===== src/rtl/ccta_window_accumulator.sv =====
// Collects CCTA results into fixed-size windows and reports sum/min/max/count/ctrl-mix per window.
// Valid/ready handshakes on both the sample input and the window result output.
module ccta_window_accumulator #(
  parameter int unsigned DATA_W = 5,
  parameter int unsigned WIN    = 4,
  parameter int unsigned CNT_W  = 3,
  parameter int unsigned SUM_W  = 7
) (
  input  logic              clk,
  input  logic              rst,
  input  logic              in_valid,
  output logic              in_ready,
  input  logic [DATA_W-1:0] q_in,
  input  logic              ctrl_in,
  input  logic              flush,
  output logic              out_valid,
  input  logic              out_ready,
  output logic [SUM_W-1:0]  sum_out,
  output logic [DATA_W-1:0] min_out,
  output logic [DATA_W-1:0] max_out,
  output logic [CNT_W-1:0]  cnt_out,
  output logic              mixed_out
);

  typedef enum logic [1:0] {StIdle, StAccum, StDone} state_e;

  state_e              state_q, state_d;
  logic [SUM_W-1:0]    sum_q, sum_d;
  logic [DATA_W-1:0]   min_q, min_d;
  logic [DATA_W-1:0]   max_q, max_d;
  logic [CNT_W-1:0]    cnt_q, cnt_d;
  logic                ctrl_ref_q, ctrl_ref_d;
  logic                mixed_q, mixed_d;
  logic                accept;

  assign in_ready = (state_q != StDone) & ~rst;
  assign accept   = in_valid & in_ready;

  always_comb begin
    state_d    = state_q;
    sum_d      = sum_q;
    min_d      = min_q;
    max_d      = max_q;
    cnt_d      = cnt_q;
    ctrl_ref_d = ctrl_ref_q;
    mixed_d    = mixed_q;
    unique case (state_q)
      StIdle: begin
        if (accept) begin
          sum_d      = SUM_W'(q_in);
          min_d      = q_in;
          max_d      = q_in;
          cnt_d      = CNT_W'(1);
          ctrl_ref_d = ctrl_in;
          mixed_d    = 1'b0;
          state_d    = flush ? StDone : StAccum;
        end
      end
      StAccum: begin
        if (accept) begin
          sum_d   = sum_q + SUM_W'(q_in);
          cnt_d   = cnt_q + CNT_W'(1);
          mixed_d = mixed_q | (ctrl_in != ctrl_ref_q);
          if (q_in < min_q) min_d = q_in;
          if (q_in > max_q) max_d = q_in;
          if (cnt_d == CNT_W'(WIN) || flush) state_d = StDone;
        end else if (flush) begin
          state_d = StDone;
        end
      end
      StDone: begin
        // Accumulators cleared on handoff so the next window starts from nothing.
        if (out_ready) begin
          state_d = StIdle;
          sum_d   = '0;
          min_d   = '0;
          max_d   = '0;
          cnt_d   = '0;
          mixed_d = 1'b0;
        end
      end
      default: state_d = StIdle;
    endcase
  end

  always_ff @(posedge clk or posedge rst) begin
    if (rst) begin
      state_q    <= StIdle;
      sum_q      <= '0;
      min_q      <= '0;
      max_q      <= '0;
      cnt_q      <= '0;
      ctrl_ref_q <= 1'b0;
      mixed_q    <= 1'b0;
    end else begin
      state_q    <= state_d;
      sum_q      <= sum_d;
      min_q      <= min_d;
      max_q      <= max_d;
      cnt_q      <= cnt_d;
      ctrl_ref_q <= ctrl_ref_d;
      mixed_q    <= mixed_d;
    end
  end

  // Result bus is forced to zero unless a window is being presented.
  always_comb begin
    out_valid = (state_q == StDone);
    sum_out   = '0;
    min_out   = '0;
    max_out   = '0;
    cnt_out   = '0;
    mixed_out = 1'b0;
    if (out_valid) begin
      sum_out   = sum_q;
      min_out   = min_q;
      max_out   = max_q;
      cnt_out   = cnt_q;
      mixed_out = mixed_q;
    end
  end

endmodule

===== config.mk =====
export PLATFORM = sky130hd
export DESIGN_NAME = ccta_window_accumulator
export DESIGN_NICKNAME = d
export VERILOG_FILES = /design/src/rtl/ccta_window_accumulator.sv
export SDC_FILE = /design/constraint.sdc
export NUM_CORES = 1
export LEC_CHECK = 0
export BUFFER_PORTS_ARGS = -buffer_cell sky130_fd_sc_hd__buf_2
export CELL_PAD_IN_SITES_DETAIL_PLACEMENT = 2
export CELL_PAD_IN_SITES_GLOBAL_PLACEMENT = 2
export CORE_AREA = 2 2 81 68
export DETAILED_ROUTE_END_ITERATION = 6
export DIE_AREA = 0 0 83 70
export GPL_ROUTABILITY_DRIVEN = 0
export PLACE_DENSITY_LB_ADDON = 0.1
export SLEW_MARGIN = 10
export SYNTH_ARGS = -nofsm -noshare
export SYNTH_HDL_FRONTEND = slang
export SYNTH_SLANG_ARGS = --single-unit

===== constraint.sdc =====
create_clock -name clk -period 5.1 [get_ports clk]
set_input_delay 1.02 -clock clk [delete_from_list [all_inputs] [get_ports clk]]
set_output_delay 1.02 -clock clk [all_outputs]
set_load 0.01 [all_outputs]

==> metrics.md, run 1 <==
| Metric | Value |
|---|---|
| Status | completed |
| CP Capture Type | output port |
| Simple-Gate Fraction of Synth Area | 19.69% |
| Mux cell area share after synthesis | under 10% |
| Post_cts resized | 0 |
| Post-synthesis cell count | between 150 and 200 |
| Post-synthesis net count | about 220 |
| Fin crit period | around 3.0 ns |
| CP max-delay cell | ha_1 |
| Final Total Pwr | about 1200 uW |
| HP Class | flip-flop to flip-flop |
| Leak | 0.001057 uW |
| Synth Register Bits | 24 |
| Synth Area per Inst | approximately 9.5 um2 |
| First-pass DRT Iterations | 4 |
| Initial antenna violation count | 0 |
| Clock Tree Buf Depth | 2 |
| Tightest Pin Transition | 1.041 ns |
| Hold Fails Final Rpt | 0 |
| RSZ-0062 raised after global routing | false |
| WS Path Type | flip-flop to output port |
| Die span in x | about 83 um |
| Total gr overflow | 0 |
| Critical path's top delay family | adder cells |
| Vias | around 1.5k |
| Post-synth EDFFs | 0 |
| Post-CTS setup buffer count | 0 |
| CP bufs+invs | 2 |
| WL per Instance | between 15 and 20 um |
| Post-Synth XOR/XNOR Area | 2.453% |
| Slew Limit Fails | 0 |
| CTS Hold Buffers Added | 0 |
| Dominant cell type by area after synthesis | dfrtp_1 |
| Clock root buffer | clkbuf_8 |
| Post-synth top area share | between 30% and 40% |
| CP Launch Type | flip-flop |
| Compound-Gate Fraction of Synth Area | between 10 and 15% |
| Iteration-0 DRC Markers | 74 |
| Count of cell types in the netlist | 37 |
| Post-synth ARST share | between 90% and 100% |
| I/O Pins | 34 |
| TNS Setup | 0 ns |
| List of most frequent post-synthesis cells | dfrtp_1, and2_1, ha_1 |
| Crit path arrival time | around 2 ns |
| Crit-path cells | inv_1 -> ha_1 -> and2_1 -> buf_2 |
| DRC errors left | 0 |
| CTS buffer count | 3 |
| Top cells by area, synth | dfrtp_1, ha_1, and2_1 |
| Post-synthesis adder-cell area fraction | 15.14% |
| TritonCTS clock tree | built |
| Power density cells | 588.3 nW/um2 |
| Vias in the first global route | ~1.6k |
| Die Area | about 5800 um2 |
| Starting Density | 34.77% |
| CTS Sinks | 24 |
| Synth Cell Area | between 1500 and 2000 um2 |
| Maximum VDD drop | approximately 0.38 mV |
| Fmax | about 0.33 GHz |
| Yosys Warn Count | 0 |
| Worst-path clk slew | about 0.09 ns |
| ANT cells | 0 |
| Detail Route Antenna Nets | 0 |
| Most used flip-flop cell after synthesis | dfrtp_1 |
| Slowest Stage Delay on Critical Path | 0.82 ns |
| First-pass GRT wire length | just over 8000 um |
| Gr usage total | ~18% |
| Worst skew pair latency | approximately 0.27 ns |
| Number of H-tree levels | 1 |
| Area Growth Syn to Fin | 15.42% |
| Relative slew margins | between 30% and 40% |
| Max-cap violations | 0 |
| Aggregate routed wire length | between 4000 and 5000 um |
| Most common cell in the netlist | dfrtp_1 |
| Crit path max fanout | 31 |
| Fin crit share | ~60% |
| Detailed Place HPWL | 3644 um |
| IO Port Bufs | 33 |
| NumNets Final | around 250 |
| Largest net degree at the start of global routing | 32 |
| Sequential share of the synthesized area | between 30% and 40% |
| Clock skew | just under 0.006 ns |
| Floorplan row count | 24 |
| Floorplan die height | ~70 um |
| Critical Path RT | around 4.1 ns |
| Largest family of logic cells by synthesized area | simple AND/OR/NAND/NOR gates |
| Layout cell share with drive strength beyond 1 | between 20 and 25% |
| Vias per inst | just over 5 |
| Core box area | ~5100 um2 |
| Endpoints failing setup | 0 |
==> sequential cells by signal, summed over array words and instances (netlist names) <==
register	flops
min_q	5
cnt_q	3
ctrl_ref_q	1
state_q	2
max_q	5
mixed_q	1
sum_q	7
==> worst reg2reg max path: stages, from the launching register on <==
cell and delay, ns:
dfrtp_1 0.39, inv_1 0.09, ha_1 0.54, nor3b_2 0.39
nor3_1 0.13, a211o_4 0.45, a211oi_4 0.46, mux2_4 0.34
==> layout by cell type, fill, tap and decap left out, types with 3 or more instances in the layout <==
cell / Yosys / routed
a21o_1: 4 / 4
o21ai_1: 9 / 9
ha_1: 20 / 20
nor2b_1: 7 / 7
a31oi_1: 3 / 3
xnor2_1: 3 / 3
nor2_1: 9 / 9
buf_2: 3 / 33
clkbuf_8: 0 / 4
inv_1: 16 / 16
mux2_1: 6 / 6
and2_1: 21 / 21
nand2_1: 11 / 11
dfrtp_1: 24 / 24
o21ai_0: 3 / 3
a21oi_1: 11 / 11
mux2_4: 5 / 5
nand3_1: 4 / 4
==> metal layers <==
layer  vias to the layer above  routed length, um  track usage [%]
li1                        703                  -                -
met1                       728               2244            22.64
met2                        24               2400            31.54
met3                         2                153            3.546
met4                         0                 17            2.186
met5                         -                  0                0
==> where the power goes <==
group	switching (uW)	total [uW]	internal [uW]
Sequential	63.8	332	268
Clock	68.0	137	69.1
Combinational	413	743	330
==> worst paths after layout <==
check / start / endpoint / slack [ns] / cells past startpoint
max: state_q[0] / sum_out[4] / 2.06 / 4
min: mixed_q / mixed_q / 0.49 / 1
max reg2reg: state_q[0] / min_q[0] / 2.20 / 7
min reg2reg: mixed_q / mixed_q / 0.49 / 1
max in group asynchronous: rst / sum_q[4] / 3.46 / 2
min in group asynchronous: rst / sum_q[6] / 1.02 / 2
==> metrics by stage <==
step,area (um2),std cells,hold slack (ns),setup slack (ns),util [%]
final,2061,283,0.4925,2.063,40.13
after global routing,2061,283,0.5256,1.880,40.13
after CTS,2061,283,0.5015,2.000,40.13
after detailed placement,2006,279,0.4791,2.166,39.06
after global placement,2006,279,0.4652,2.297,39.06
after floorplan,1785,187,0.4523,2.595,-
==> cell families (layout without fill, tap and decap cells) <==
| group | after synthesis | after routing |
|---|---|---|
| xor+xnor | 5 | 5 |
| fa+ha+maj | 21 | 21 |
| compound gates | 40 | 40 |
| flops | 24 | 24 |
| mux | 13 | 13 |
| simple gates | 62 | 62 |
| buf+inv | 22 | 53 |
==> layout make-up <==
type	instances	area, um2
Inverter	16	60.06
Clock buffer	4	55.05
Sequential cell	24	600.6
Multi-Input combinational cell	141	1099
Tap cell	65	81.33
Fill cell	586	3074
Timing Repair Buffer	33	165.2
Power figures use the tool's default switching activity.
==> run 2, diff against run 1 <==
--- a/config.mk
+++ b/config.mk
@@ -5,12 +5,13 @@
 export SDC_FILE = /design/constraint.sdc
 export NUM_CORES = 1
 export LEC_CHECK = 0
+export ABC_AREA = 1
 export BUFFER_PORTS_ARGS = -buffer_cell sky130_fd_sc_hd__buf_2
 export CELL_PAD_IN_SITES_DETAIL_PLACEMENT = 2
 export CELL_PAD_IN_SITES_GLOBAL_PLACEMENT = 2
-export CORE_AREA = 2 2 81 68
+export CORE_AREA = 2 2 91 75
 export DETAILED_ROUTE_END_ITERATION = 6
-export DIE_AREA = 0 0 83 70
+export DIE_AREA = 0 0 93 77
 export GPL_ROUTABILITY_DRIVEN = 0
 export PLACE_DENSITY_LB_ADDON = 0.1
 export SLEW_MARGIN = 10
==> constraint.sdc (replaced) <==
create_clock -name clk -period 3.05 [get_ports clk]
set_input_delay 0.61 -clock clk [delete_from_list [all_inputs] [get_ports clk]]
set_output_delay 0.61 -clock clk [all_outputs]
set_load 0.01 [all_outputs]
==> metrics.md, run 2 <==
| Metric | Value |
|---|---|
| Status | completed |
| Worst reg-to-reg setup slack | roughly 0.66 ns |
| Floorplan die height | about 77 um |
| CTS buffer count | 3 |
| TNS Setup | 0 ns |
| Share of power burned in the clock network | 11.2% |
| Iteration-0 DRC Markers | 56 |
| Area Growth Syn to Fin | 15.57% |
| Layout cell share with drive strength beyond 1 | 17.79% |
| Hold Fails Final Rpt | 0 |
| Vias in the first global route | approximately 1.8k |
| TritonCTS clock tree | built |
| Floorplan row count | 26 |
| Synth Cell Area | between 1500 and 2000 um2 |
| Fin crit share | between 80% and 90% |
| Vias per inst | between 4 and 5 |
| Count of cell types in the netlist | 24 |
| CP endpoint | max_out[1] |
| Synth Register Bits | 24 |
| Reg2reg path depth | 11 |
| Crit path max fanout | 19 |
| Switching pwr | 1074 uW |
| Leak | between 0.001 and 0.0015 uW |
| Endpoints failing setup | 0 |
| Post_cts resized | 0 |
| Dominant cell type by area after synthesis | dfrtp_1 |
| Synth Area per Inst | 7.096 um2 |
| Clock root buffer | clkbuf_8 |
| Relative slew margins | 50.03% |
| Sequential share of the synthesized area | 31.94% |
| I/O Pins | 34 |
| Post-synth ARST share | between 90% and 100% |
| Yosys Warn Count | 0 |
| IO Port Bufs | 33 |
| Critical Path Source | state_q[0] |
| List of most frequent post-synthesis cells | nand2_1, inv_1, nand3_1 |
| ANT cells | 0 |
| Most frequent cells in the layout | nand2_1, inv_1, buf_2, nand3_1, dfrtp_1 |
| Largest Register | sum_q |
| Gate power share | about three fifths |
| WL per Instance | roughly 14 um |
| Fin crit period | 2.471 ns |
| Post-synth EDFFs | 0 |
| Post-synthesis cell count | around 270 |
| P_int | roughly 1000 uW |
| Clock Tree Buf Depth | 2 |
| Reg-to-reg critical path startpoint | state_q[0] |
| Most used flip-flop cell after synthesis | dfrtp_1 |
| HP Class | input port to async pin |
| Worst skew pair latency | 0.28 ns |
| Most common cell in the netlist | nand2_1 |
| Vias | 1762 |
| Starting Density | 30.11% |
| WS Path Type | flip-flop to output port |
| Critical Path RT | approximately 2.4 ns |
| RSZ-0062 raised after global routing | false |
| Core box area | around 6200 um2 |
| Post-synthesis net count | 297 |
| Switching Share | between 50 and 60% |
| Aggregate routed wire length | ~5500 um |
| Initial antenna violation count | 0 |
| Largest registers | sum_q (7), max_q (5), min_q (5) |
| Largest net degree at the start of global routing | 20 |
| Hold WS | roughly 0.46 ns |
| Maximum VDD drop | around 0.27 mV |
| DRC errors left | 0 |
| CP Capture Type | output port |
| Post-synth top area share | a little under a third |
| Power density cells | approximately 970 nW/um2 |
| CTS Sinks | 24 |
| Clock skew | about 0.0072 ns |
| Number of H-tree levels | 1 |
| Sequential power share | roughly 28% |
| Total gr overflow | 0 |
| Slew Limit Fails | 0 |
| Most common cell after layout, fill and taps aside | nand2_1 |
| Crit path arrival time | between 1.5 and 2 ns |
| Die span in x | around 93 um |
| Die Area | between 7000 and 8000 um2 |
| Post-CTS setup buffer count | 0 |
| NumNets Final | between 300 and 400 |
| First-pass DRT Iterations | 4 |
| Gr usage total | between 15 and 20% |
| Detailed Place HPWL | between 4000 and 5000 um |
| Max FFs per register | 7 |
| Detail Route Antenna Nets | 0 |
| Tightest Pin Transition | between 0.7 and 0.8 ns |
| First-pass GRT wire length | just over 9000 um |
| Top cells by area, synth | dfrtp_1, nand2_1, ha_1 |
| Crit Reg-Reg Endpoint | max_q[3] |
| Max-cap violations | 0 |
| Worst-path clk slew | 0.10 ns |
| Fmax | approximately 0.4 GHz |
| CTS Hold Buffers Added | 0 |
| CP Launch Type | flip-flop |
[run 2: changes by cell type in the layout (fill, tap and decap cells not counted), moves of 4 or more]
cell,change
o21ai_1,-9
a21o_1,-4
mux2_4,-5
nand2_1,+73
nand3_1,+25
nor2_2,+4
and2_1,-21
nor2b_1,-7
inv_1,+37
mux2_1,-6
[run 2: cell families (layout without fill, tap and decap cells)]
logic type	Yosys count	after routing	synth area share, %
xor+xnor	2	2	0.9316
compound gates	22	22	7.319
buf+inv	60	93	13.51
simple gates	135	135	31.34
flops	24	24	31.94
fa+ha+maj	21	21	14.37
mux	1	1	0.5988
[run 2: power by group through the flow]
stage / clock [uW] / combinational, uW / sequential, uW
CTS: 246 / 1300 / 596
finish: 236 / 1280 / 596
floorplan: 0 / 1000 / 559
global route: 257 / 1480 / 620
global placement: 0 / 1250 / 603
detailed placement: 0 / 1300 / 604
[run 2: how the worst min path moves through the flow]
| stage | from | to | slack, ns | depth (start not counted) |
|---|---|---|---|---|
| floorplan | min_q[1] | min_q[1] | 0.46 | 2 |
| global placement | min_q[2] | min_q[2] | 0.49 | 2 |
| detailed placement | min_q[2] | min_q[2] | 0.49 | 2 |
| CTS | rst | sum_q[0] | 0.49 | 2 |
| global route | rst | max_q[0] | 0.51 | 2 |
| finish | rst | cnt_q[2] | 0.46 | 2 |
[run 2: per-layer routing]
metal | part of all wire [%] | wire (um) | up-vias | track usage [%]
met5 | 0 | 0 | - | 0
met4 | 0.77 | 42 | 0 | 3.088
met3 | 3.0 | 164 | 5 | 2.849
met2 | 43 | 2351 | 24 | 25.36
met1 | 53 | 2908 | 845 | 23.29
li1 | - | - | 888 | -
[run 2: final cells by class]
type / instances / area (um2)
sequential: 24 / 600.6
timing repair buffer: 36 / 187.7
tap: 84 / 105.1
multi-input combinational: 181 / 1026
clock buffer: 4 / 55.05
fill: 807 / 4073
inverter: 53 / 198.9
[run 2: stage by stage]
| step | power [uW] | instances | util, % | worst slack, ns | area (um2) |
|---|---|---|---|---|---|
| floorplan | 1564 | 265 | - | 1.090 | 1881 |
| global placement | 1855 | 378 | 33.91 | 0.8072 | 2118 |
| detailed placement | 1900 | 378 | 33.91 | 0.6542 | 2118 |
| CTS | 2147 | 382 | 34.80 | 0.5295 | 2173 |
| global route | 2360 | 382 | 34.80 | 0.3922 | 2173 |
| finish | 2108 | 382 | 34.80 | 0.5792 | 2173 |
[run 2: critical path, cell delays in order, from the launching register on]
cell	delay (ns)
dfrtp_1	0.42
inv_1	0.10
ha_1	0.48
buf_4	0.33
nand2_1	0.08
inv_1	0.06
buf_2	0.12
